$ cat src/rtl/pipelined_lz_counter.sv
// Pipelined leading-zero / leading-one counter with elastic valid/ready stages.
// The operand rides along with its partial counts so data and shift amount leave together.
module pipelined_lz_counter #(
  parameter int DATA_WIDTH       = 32,
  parameter int LEVELS_PER_STAGE = 1,
  localparam int CNT_W = $clog2(DATA_WIDTH) + 1
) (
  input  logic                  clk,
  input  logic                  rst,
  input  logic                  in_valid,
  output logic                  in_ready,
  input  logic [DATA_WIDTH-1:0] in_data,
  input  logic                  in_mode,
  output logic                  out_valid,
  input  logic                  out_ready,
  output logic [DATA_WIDTH-1:0] out_data,
  output logic [CNT_W-1:0]      out_count,
  output logic                  out_all,
  output logic                  out_mode
);
  localparam int LOG  = $clog2(DATA_WIDTH);
  localparam int LPS  = LEVELS_PER_STAGE;
  localparam int HALF = DATA_WIDTH / 2;
  localparam int NS   = (LOG + LPS - 1) / LPS;

  typedef logic [CNT_W-1:0] cnt_t;

  logic                  vld_q  [NS];
  cnt_t                  cnt_q  [NS][HALF];
  logic [DATA_WIDTH-1:0] data_q [NS];
  logic                  mode_q [NS];

  logic                  v_in [NS];
  logic [DATA_WIDTH-1:0] d_in [NS];
  logic                  m_in [NS];

  cnt_t                  lvl [LOG][HALF];
  cnt_t                  nxt [NS][HALF];
  logic [NS-1:0]         adv;
  logic [DATA_WIDTH-1:0] opnd;

  function automatic cnt_t enc2(input logic [1:0] p);
    if (p[1])      enc2 = cnt_t'(0);
    else if (p[0]) enc2 = cnt_t'(1);
    else           enc2 = cnt_t'(2);
  endfunction

  // An all-leading upper field is exactly 2^j, so OR-ing in the lower count adds it.
  function automatic cnt_t merge(input cnt_t up, input cnt_t lo,
                                 input int j);
    if (!up[j])      merge = up;
    else if (!lo[j]) merge = up | lo;
    else             merge = cnt_t'(1) << (j + 1);
  endfunction

  function automatic int src_stage(input int j);
    return (j >= LPS) ? (j / LPS) - 1 : 0;
  endfunction

  function automatic int last_lvl(input int s);
    return (((s + 1) * LPS < LOG) ? (s + 1) * LPS : LOG) - 1;
  endfunction

  always_comb begin
    opnd = in_mode ? ~in_data : in_data;
    for (int j = 0; j < LOG; j++) begin
      for (int i = 0; i < HALF; i++) begin
        lvl[j][i] = '0;
      end
    end
    for (int i = 0; i < HALF; i++) begin
      lvl[0][i] = enc2(opnd[2*i +: 2]);
    end
    for (int j = 1; j < LOG; j++) begin
      for (int i = 0; i < (HALF >> j); i++) begin
        if (j % LPS == 0)
          lvl[j][i] = merge(cnt_q[src_stage(j)][2*i+1],
                            cnt_q[src_stage(j)][2*i], j);
        else
          lvl[j][i] = merge(lvl[j-1][2*i+1], lvl[j-1][2*i], j);
      end
    end
    for (int s = 0; s < NS; s++) begin
      nxt[s] = lvl[last_lvl(s)];
    end
  end

  // A stage may load unless every stage from it to the output is full and stalled.
  always_comb begin : g_adv
    logic a;
    for (int s = 0; s < NS; s++) begin
      a = out_ready;
      for (int t = s; t < NS; t++) begin
        a = a | ~vld_q[t];
      end
      adv[s] = a;
    end
  end

  always_comb begin
    v_in[0] = in_valid;
    d_in[0] = in_data;
    m_in[0] = in_mode;
    for (int s = 1; s < NS; s++) begin
      v_in[s] = vld_q[s-1];
      d_in[s] = data_q[s-1];
      m_in[s] = mode_q[s-1];
    end
  end

  always_ff @(posedge clk) begin
    if (rst) begin
      for (int s = 0; s < NS; s++) begin
        vld_q[s]  <= 1'b0;
        data_q[s] <= '0;
        mode_q[s] <= 1'b0;
        for (int i = 0; i < HALF; i++) begin
          cnt_q[s][i] <= '0;
        end
      end
    end else begin
      for (int s = 0; s < NS; s++) begin
        if (adv[s]) begin
          vld_q[s]  <= v_in[s];
          data_q[s] <= d_in[s];
          mode_q[s] <= m_in[s];
          cnt_q[s]  <= nxt[s];
        end
      end
    end
  end

  assign in_ready  = adv[0];
  assign out_valid = vld_q[NS-1];
  assign out_data  = data_q[NS-1];
  assign out_mode  = mode_q[NS-1];
  assign out_count = cnt_q[NS-1][0];
  assign out_all   = out_count[CNT_W-1];

endmodule

$ cat config.mk
export PLATFORM = sky130hd
export DESIGN_NAME = pipelined_lz_counter
export DESIGN_NICKNAME = d
export VERILOG_FILES = /design/src/rtl/pipelined_lz_counter.sv
export SDC_FILE = /design/constraint.sdc
export NUM_CORES = 1
export LEC_CHECK = 0
export ABC_AREA = 1
export ABC_CLOCK_PERIOD_IN_PS = 5400
export BUFFER_PORTS_ARGS = -buffer_cell sky130_fd_sc_hd__buf_2
export CAP_MARGIN = 20
export CORE_UTILIZATION = 60
export CTS_BUF_LIST = sky130_fd_sc_hd__clkbuf_2
export CTS_CLUSTER_SIZE = 25
export DETAILED_ROUTE_END_ITERATION = 8
export PLACE_DENSITY = 0.84
export SYNTH_ARGS = -nofsm -noshare
export SYNTH_HDL_FRONTEND = slang
export SYNTH_SLANG_ARGS = --single-unit
$ cat constraint.sdc
create_clock -name clk -period 5.4 [get_ports clk]
set_clock_uncertainty 0.05 [all_clocks]
set_input_delay 0.54 -clock clk [delete_from_list [all_inputs] [get_ports clk]]
set_output_delay 0.54 -clock clk [all_outputs]
set_load 0.1 [all_outputs]
Yosys cells after proc, flatten, opt, wreduce, memory -nomap -nowiden
Memories as Yosys holds them, arrays and structs flattened.
Index checks and enable logic that the tools add are counted.
{ "totals": {"regBits": 0, "mem_bits_rw": 490, "inputBits": 37, "word_cells": 160, "memories": 4} }
{ "memory_table": {"columns": ["memory", "depth", "width", "read_ports", "rd_ports_with_merged_regs", "wr", "line", "rtl"], "rows": [
  ["cnt_q", 5, 64, 5, 0, 5, "29", "cnt_t cnt_q [NS][HALF];"],
  ["data_q", 5, 32, 5, 0, 5, "30", "logic [DATA_WIDTH-1:0] data_q [NS];"],
  ["mode_q", 5, 1, 5, 0, 5, "31", "logic mode_q [NS];"],
  ["vld_q", 5, 1, 5, 0, 5, "28", "logic vld_q [NS];"]
]} }
{ "op_classes": {"mux": 100, "bitwise": 56} }
{ "ops": {"columns": ["cell", "count"], "rows": [
  ["64-bit 2-to-1 mux", 5],
  ["32-bit 2-to-1 mux", 6],
  ["6-bit 2-to-1 mux", 30],
  ["6-bit OR", 15],
  ["2-bit 2-to-1 mux", 32],
  ["1-bit OR", 35],
  ["32-bit NOT", 1],
  ["1-bit 2-to-1 mux", 27],
  ["1-bit NOT", 5]
]} }

Longest topological paths before layout
Gate-level depths: netlist of run 1.
An unclocked memory read counts as a cell.
{ "depth": {"depth_word": 11, "ltp_mapped": 8, "ltp_nobuf": 8} }

Worst setup path before layout of run 1
OpenSTA, ideal clock, no wires.
{ "synth_timing": {"kind": "flip-flop to flip-flop", "startpoint": "memory vld_q[4][0], in the netlist vld_q[0][4]", "endpoint": "memory data_q[0][0] (enable)", "setup_ns": 0.491, "arrival_time_ns": 2.459, "t_required_ns": 4.859, "slack_ns": 2.399, "path_stages_with_launch": 8, "cell_sequence": "edfxtp_1 > nand3_2 > nor2_4 > nand3_4 > nand2_2 > buf_6 > buf_4 > nand2_1"} }
{ "synth_lines": {"columns": ["item", "line"], "rows": [
  ["start, declared", "28"],
  ["end, declared", "30"]
]} }

==> impl_metrics.env, run 1 <==
export IMPL_drive_gt1_frac=0.173
export IMPL_dr_pass1_iters=5
export IMPL_worstHoldStart="in_data[29]"
export IMPL_rsz0062_at_grt="no"
export IMPL_holdPathStages=3
export IMPL_place_hpwl_um=11300
export IMPL_vias=6245
export IMPL_antenna_found_initial=1
export IMPL_ys_seq_area_frac=0.741
export IMPL_synth_adder_area_share=0
export IMPL_path_cells="nand3_2, nor2_4, nand3_4, nand2_4, buf_4, nor2_1"
export IMPL_slew_violations=0
export IMPL_die_area_um2=18000
export IMPL_synth_distinct_cells=19
export IMPL_drtIter0Drc=496
export IMPL_final_cells=1287
export IMPL_nets=1059
export IMPL_setup_violations=0
export IMPL_cellPowerDensity_nw_per_um2=333
export IMPL_ys_ff_latch=258
export IMPL_grt_max_degree=101
export IMPL_fin_ws_ns=2.40
export IMPL_ant_nets=0
export IMPL_post_drt_wl_per_cell_um=14.0
export IMPL_ir_worst_vdd_v=0.000151
export IMPL_path_class="reg -> reg"
export IMPL_clk_insertion_delay_late_ns=0.83
export IMPL_worst_path_max_delay_cell="buf_4"
export IMPL_wl_um=18000
export IMPL_synth_area_um2=10500
export IMPL_cts_setup_buffers=0
export IMPL_min_period_ns=3.00
export IMPL_leakagePower_nw=5.16
export IMPL_cp_required_ns=5.87
export IMPL_pin_count=79
export IMPL_initial_core_util=0.621
export IMPL_status="finished clean"
export IMPL_synth_top_family_by_area="simple AND/OR/NAND/NOR gates"
export IMPL_cp_start_kind="flop"
export IMPL_syn2layout_area_growth_pct=12.8
export IMPL_cp_top_family="simple AND/OR/NAND/NOR gates"
export IMPL_fill_cells=1154
export IMPL_holdPathEnd="data_q[0][29]$_SDFFCE_PN0P_"
export IMPL_r2r_cells=6
export IMPL_root_buffer="clkbuf_2"
export IMPL_die_y_um=134
export IMPL_cts_htree_levels=2
export IMPL_synth_compound_area_frac=0.0141
export IMPL_final_cell_mix="edfxtp_1, nor2_1, inv_1, clkbuf_2, buf_2"
export IMPL_hold_viol_final=0
export IMPL_clock_sinks=258
export IMPL_ys_warn_count=0
export IMPL_globalRouteOverflowTotal=0
export IMPL_mostFrequentLayoutCell="edfxtp_1"
export IMPL_drc=0
export IMPL_max_stage_delay_ns=0.85
export IMPL_netlist_instances=883
export IMPL_core_area_um2=16800
export IMPL_dpl_cell_count=1154
export IMPL_cts_buffers=57
export IMPL_max_freq_mhz=334
export IMPL_r2r_slack_ns=2.40
export IMPL_cp_end_kind="flop"
export IMPL_grt_first_pass_wirelength_um=28500
export IMPL_rows=47
export IMPL_synth_fp_nets=920
export IMPL_placement_io_buffers=78
export IMPL_grt_usage=0.210
export IMPL_avgSynthCellArea_um2=11.8
export IMPL_hold_path_class="in -> reg"
export IMPL_crit_buf_inv=1
export IMPL_muxShareOfSynthArea=0
export IMPL_slew_limit_headroom=0.375
export IMPL_timing_rr_end="data_q[0][69]$_SDFFCE_PN0P_"
export IMPL_cts_tree="done"
export IMPL_cp_depth=6
export IMPL_gp_congestion=0.804
export IMPL_rr_startpoint="vld_q[0][4]$_SDFFCE_PN0P_"
export IMPL_place_ws_ns=1.99
export IMPL_tightest_slew_ns=0.935
export IMPL_synth_simple_gate_area_share=0.126
export IMPL_first_global_vias=6230
export IMPL_fin_tns_setup_ns=0
export IMPL_die_x_um=134
export IMPL_worstPathMaxFanout=100
export IMPL_cap_violations=0
export IMPL_vias_per_cell=4.85
export IMPL_arrival_ns=3.47
export IMPL_synth_xor_area_frac=0.0268
export IMPL_cts_clk_slew_worst_paths_ns=0.11
export IMPL_fin_crit_sh=0.555
export IMPL_cts_buffer_depth=3
registers in the layout, indices dropped and copies added (netlist names):
signal / flops
data_q: 160
cnt_q: 88
mode_q: 5
vld_q: 5
cell type report:
class	instances	area (um^2)	area share
timing repair buffer	116	773	0.0656
sequential	258	7750	0.657
multi-input combinational	391	1750	0.148
clock inverter	12	45.0	0.00382
clock buffer	91	455	0.0386
antenna	1	2.50	0.000212
tap	220	275	0.0233
inverter	198	743	0.0630
routing by layer:
| metal | vias to the layer above | global-route usage | share of wire |
|---|---|---|---|
| met5 | - | 0 | 0 |
| met4 | 0 | 0.108 | 0.021 |
| met3 | 35 | 0.0438 | 0.071 |
| met2 | 244 | 0.372 | 0.53 |
| met1 | 2867 | 0.239 | 0.38 |
| li1 | 3099 | - | - |
cell families (layout without fill, tap and decap cells):
group	Yosys count	count (layout)
simple gates	330	330
flops	258	258
xor+xnor	32	32
buf+inv	234	417
other cells	0	1
compound gates	29	29
synthesized netlist by cell type (all sizes together):
cell type | n | share of area
nor3 | 6 | 0.0029
clkbuf | 1 | 0.00036
nand3 | 34 | 0.018
inv | 198 | 0.071
nand2 | 37 | 0.014
buf | 35 | 0.020
nor2 | 253 | 0.092
o21ai | 2 | 0.00096
edfxtp | 258 | 0.74
o211ai | 1 | 0.00072
xnor2 | 32 | 0.027
a21oi | 26 | 0.012
worst reg2reg max path, stage by stage, from the launching register on:
cell	delay, ns
edfxtp_1	0.43
nand3_2	0.15
nor2_4	0.18
nand3_4	0.24
nand2_4	0.61
buf_4	0.88
nor2_1	0.18
power by group:
| group | leakage [nW] | total, W | switching [W] | internal [W] |
|---|---|---|---|---|
| Combinational | 1.83 | 0.000413 | 0.000310 | 0.000103 |
| Sequential | 2.93 | 0.00238 | 0.0000427 | 0.00234 |
| Clock | 0.399 | 0.00114 | 0.000697 | 0.000439 |
| Total | 5.16 | 0.00393 | 0.00105 | 0.00288 |
stage by stage:
stage                     instance area (um^2)  hold WS (ns)  total power [W]  utilization
after floorplan                          10500         0.469          0.00273            -
after global placement                   11000         0.474          0.00280        0.652
after detailed placement                 11000         0.479          0.00282        0.654
after CTS                                11800      0.000549          0.00396        0.700
after global routing                     11800        0.0171          0.00410        0.701
final                                    11800        0.0869          0.00393        0.701
worst max path at each step:
| stage | from | end | slack, ns |
|---|---|---|---|
| floorplan | vld_q[0][4]$_SDFFCE_PN0P_ | data_q[0][0]$_SDFFCE_PN0P_ | 2.40 |
| global placement | out_ready | cnt_q[0][84]$_SDFFCE_PP0P_ | 2.05 |
| detailed placement | out_ready | data_q[0][58]$_SDFFCE_PN0P_ | 1.99 |
| CTS | vld_q[0][4]$_SDFFCE_PN0P_ | data_q[0][58]$_SDFFCE_PN0P_ | 2.21 |
| global route | vld_q[0][4]$_SDFFCE_PN0P_ | data_q[0][69]$_SDFFCE_PN0P_ | 2.16 |
| finish | vld_q[0][4]$_SDFFCE_PN0P_ | data_q[0][69]$_SDFFCE_PN0P_ | 2.40 |
repair_timing:
action | 4_1_cts | 5_1_grt
endpoints found under the setup margin | 0 | 0
gates resized for setup | 0 | 0
endpoints found under the hold margin | 29 | 0
hold buffers | 28 | 0
Note: power is estimated with default switching activity, not from simulation.
==> inputs of run 2 (changes only) <==
--- a/config.mk
+++ b/config.mk
@@ -6,14 +6,14 @@
 export NUM_CORES = 1
 export LEC_CHECK = 0
 export ABC_AREA = 1
-export ABC_CLOCK_PERIOD_IN_PS = 5400
+export ABC_CLOCK_PERIOD_IN_PS = 2600
 export BUFFER_PORTS_ARGS = -buffer_cell sky130_fd_sc_hd__buf_2
 export CAP_MARGIN = 20
-export CORE_UTILIZATION = 60
+export CORE_UTILIZATION = 56
 export CTS_BUF_LIST = sky130_fd_sc_hd__clkbuf_2
 export CTS_CLUSTER_SIZE = 25
 export DETAILED_ROUTE_END_ITERATION = 8
-export PLACE_DENSITY = 0.84
+export PLACE_DENSITY = 0.82
 export SYNTH_ARGS = -nofsm -noshare
 export SYNTH_HDL_FRONTEND = slang
 export SYNTH_SLANG_ARGS = --single-unit
==> constraint.sdc (replaced) <==
create_clock -name clk -period 2.6 [get_ports clk]
set_clock_uncertainty 0.05 [all_clocks]
set_input_delay 0.26 -clock clk [delete_from_list [all_inputs] [get_ports clk]]
set_output_delay 0.26 -clock clk [all_outputs]
set_load 0.1 [all_outputs]
==> impl_metrics.env, run 2 (synthesized netlist as in run 1, its figures left out) <==
export IMPL_status="complete, but fails checks"
export IMPL_violations="DRC"
export IMPL_placement_io_buffers=78
export IMPL_vias=6258
export IMPL_grt_first_pass_wirelength_um=28500
export IMPL_syn2layout_area_growth_pct=14.5
export IMPL_place_hpwl_um=10700
export IMPL_hold_viol_final=0
export IMPL_tightest_slew_ns=0.973
export IMPL_ir_worst_vdd_v=0.000495
export IMPL_fin_crit_sh=0.923
export IMPL_top_register="data_q"
export IMPL_final_cell_mix="edfxtp_1, nor2_1, inv_1, clkbuf_2, buf_2"
export IMPL_cts_clk_slew_worst_paths_ns=0.11
export IMPL_cap_violations=0
export IMPL_leakagePower_nw=5.24
export IMPL_dpl_cell_count=1165
export IMPL_vias_per_cell=4.79
export IMPL_cts_buffers=58
export IMPL_crit_path_start="vld_q[0][4]$_SDFFCE_PN0P_"
export IMPL_cellPowerDensity_nw_per_um2=701
export IMPL_rsz0062_at_grt="no"
export IMPL_arrival_ns=2.09
export IMPL_cp_end_kind="output port"
export IMPL_initial_core_util=0.576
export IMPL_largest_register_ffs=160
export IMPL_path_class="reg -> out"
export IMPL_die_area_um2=19200
export IMPL_r2r_cells=6
export IMPL_worstPathMaxFanout=18
export IMPL_mostFrequentLayoutCell="edfxtp_1"
export IMPL_rows=49
export IMPL_globalRouteOverflowTotal=0
export IMPL_timing_rr_end="data_q[0][52]$_SDFFCE_PN0P_"
export IMPL_cts_setup_buffers=0
export IMPL_max_freq_mhz=417
export IMPL_slew_limit_headroom=0.351
export IMPL_dr_pass1_iters=9
export IMPL_holdPathStages=4
export IMPL_pin_count=79
export IMPL_cts_tree="done"
export IMPL_cts_htree_levels=2
export IMPL_final_util=0.660
export IMPL_fin_tns_setup_ns=0
export IMPL_grt_max_degree=87
export IMPL_drtIter0Drc=394
export IMPL_post_drt_wl_per_cell_um=13.5
export IMPL_core_area_um2=18100
export IMPL_ant_nets=0
export IMPL_setup_violations=0
export IMPL_fill_cells=1294
export IMPL_top_regs="data_q: 160 flops, cnt_q: 88 flops"
export IMPL_rr_startpoint="vld_q[0][4]$_SDFFCE_PN0P_"
export IMPL_root_buffer="clkbuf_2"
export IMPL_die_x_um=139
export IMPL_final_cells=1306
export IMPL_min_period_ns=2.40
export IMPL_hold_path_class="in -> reg"
export IMPL_cp_required_ns=2.29
export IMPL_die_y_um=139
export IMPL_antenna_found_initial=1
export IMPL_wl_um=17600
export IMPL_timing_critical_path_to="in_ready"
export IMPL_clock_sinks=258
export IMPL_nets=1068
export IMPL_drive_gt1_frac=0.176
export IMPL_cp_start_kind="flop"
export IMPL_first_global_vias=6241
export IMPL_slew_violations=0
export IMPL_drc=7
export IMPL_clk_insertion_delay_late_ns=0.83
export IMPL_r2r_slack_ns=0.51
export IMPL_cts_buffer_depth=3
export IMPL_gp_congestion=0.797
export IMPL_grt_usage=0.189
-- run 2: cell count changes in the layout (fill, tap and decap cells not counted), sizes merged --
cell,previous run,this run
clkinv,11,13
buf,88,89
bufinv,0,2
dlygate4sd3,28,35
clkbuf,91,88
inv,199,200
-- run 2: worst min path at each step --
stage,startpoint,to,slack [ns]
3_3_place_gp,data_q[0][113]$_SDFFCE_PN0P_,data_q[0][145]$_SDFFCE_PN0P_,0.47
4_1_cts,rst,cnt_q[0][375]$_SDFFCE_PP0P_,0.04
6_report,rst,cnt_q[0][375]$_SDFFCE_PP0P_,0.11
3_5_place_dp,data_q[0][89]$_SDFFCE_PN0P_,data_q[0][121]$_SDFFCE_PN0P_,0.48
5_1_grt,rst,cnt_q[0][375]$_SDFFCE_PP0P_,0.08
2_1_floorplan,in_data[31],data_q[0][31]$_SDFFCE_PN0P_,0.42
-- run 2: metal layers --
layer / vias up / GRT usage / share of wire
met5: - / 0 / 0
met4: 0 / 0.0830 / 0.023
met3: 37 / 0.0463 / 0.061
met2: 197 / 0.338 / 0.52
met1: 2904 / 0.218 / 0.40
li1: 3120 / - / -
-- run 2: per-stage QoR --
stage	setup slack, ns	cell area [um^2]	total power, W	hold slack (ns)
after floorplan	0.0114	10500	0.00568	0.418
after global placement	0.549	11100	0.00583	0.473
after detailed placement	0.472	11100	0.00586	0.480
after CTS	0.0147	12000	0.00847	0.0354
after global routing	0.0367	12000	0.00875	0.0769
final	0.201	12000	0.00840	0.110
-- run 2: what timing repair did --
item / in CTS / in global routing
hold endpoints to repair: 74 / 0
hold buffers: 35 / 0
setup endpoints to repair: 0 / 1
resized for setup: 0 / 3
-- run 2: critical path, cell delays in order (launching register included) --
cell	delay (ns)
edfxtp_1	0.40
nand3_2	0.14
nor2_4	0.18
nand3_4	0.27
buf_6	0.29
-- run 2: area by class of cell --
| cell class | instances | area [um^2] | area share |
|---|---|---|---|
| antenna | 1 | 2.50 | 0.000209 |
| clock buffer | 88 | 440 | 0.0368 |
| timing repair buffer | 124 | 867 | 0.0724 |
| multi-input combinational | 391 | 1770 | 0.148 |
| inverter | 198 | 743 | 0.0621 |
| sequential | 258 | 7750 | 0.647 |
| clock inverter | 17 | 116 | 0.00972 |
| tap | 229 | 287 | 0.0239 |
-- run 2: power by group --
group	total [W]	switching [W]	internal, W	leakage [nW]
sequential	0.00495	0.0000901	0.00486	2.93
clock	0.00258	0.00149	0.00110	0.423
combinational	0.000865	0.000642	0.000223	1.89
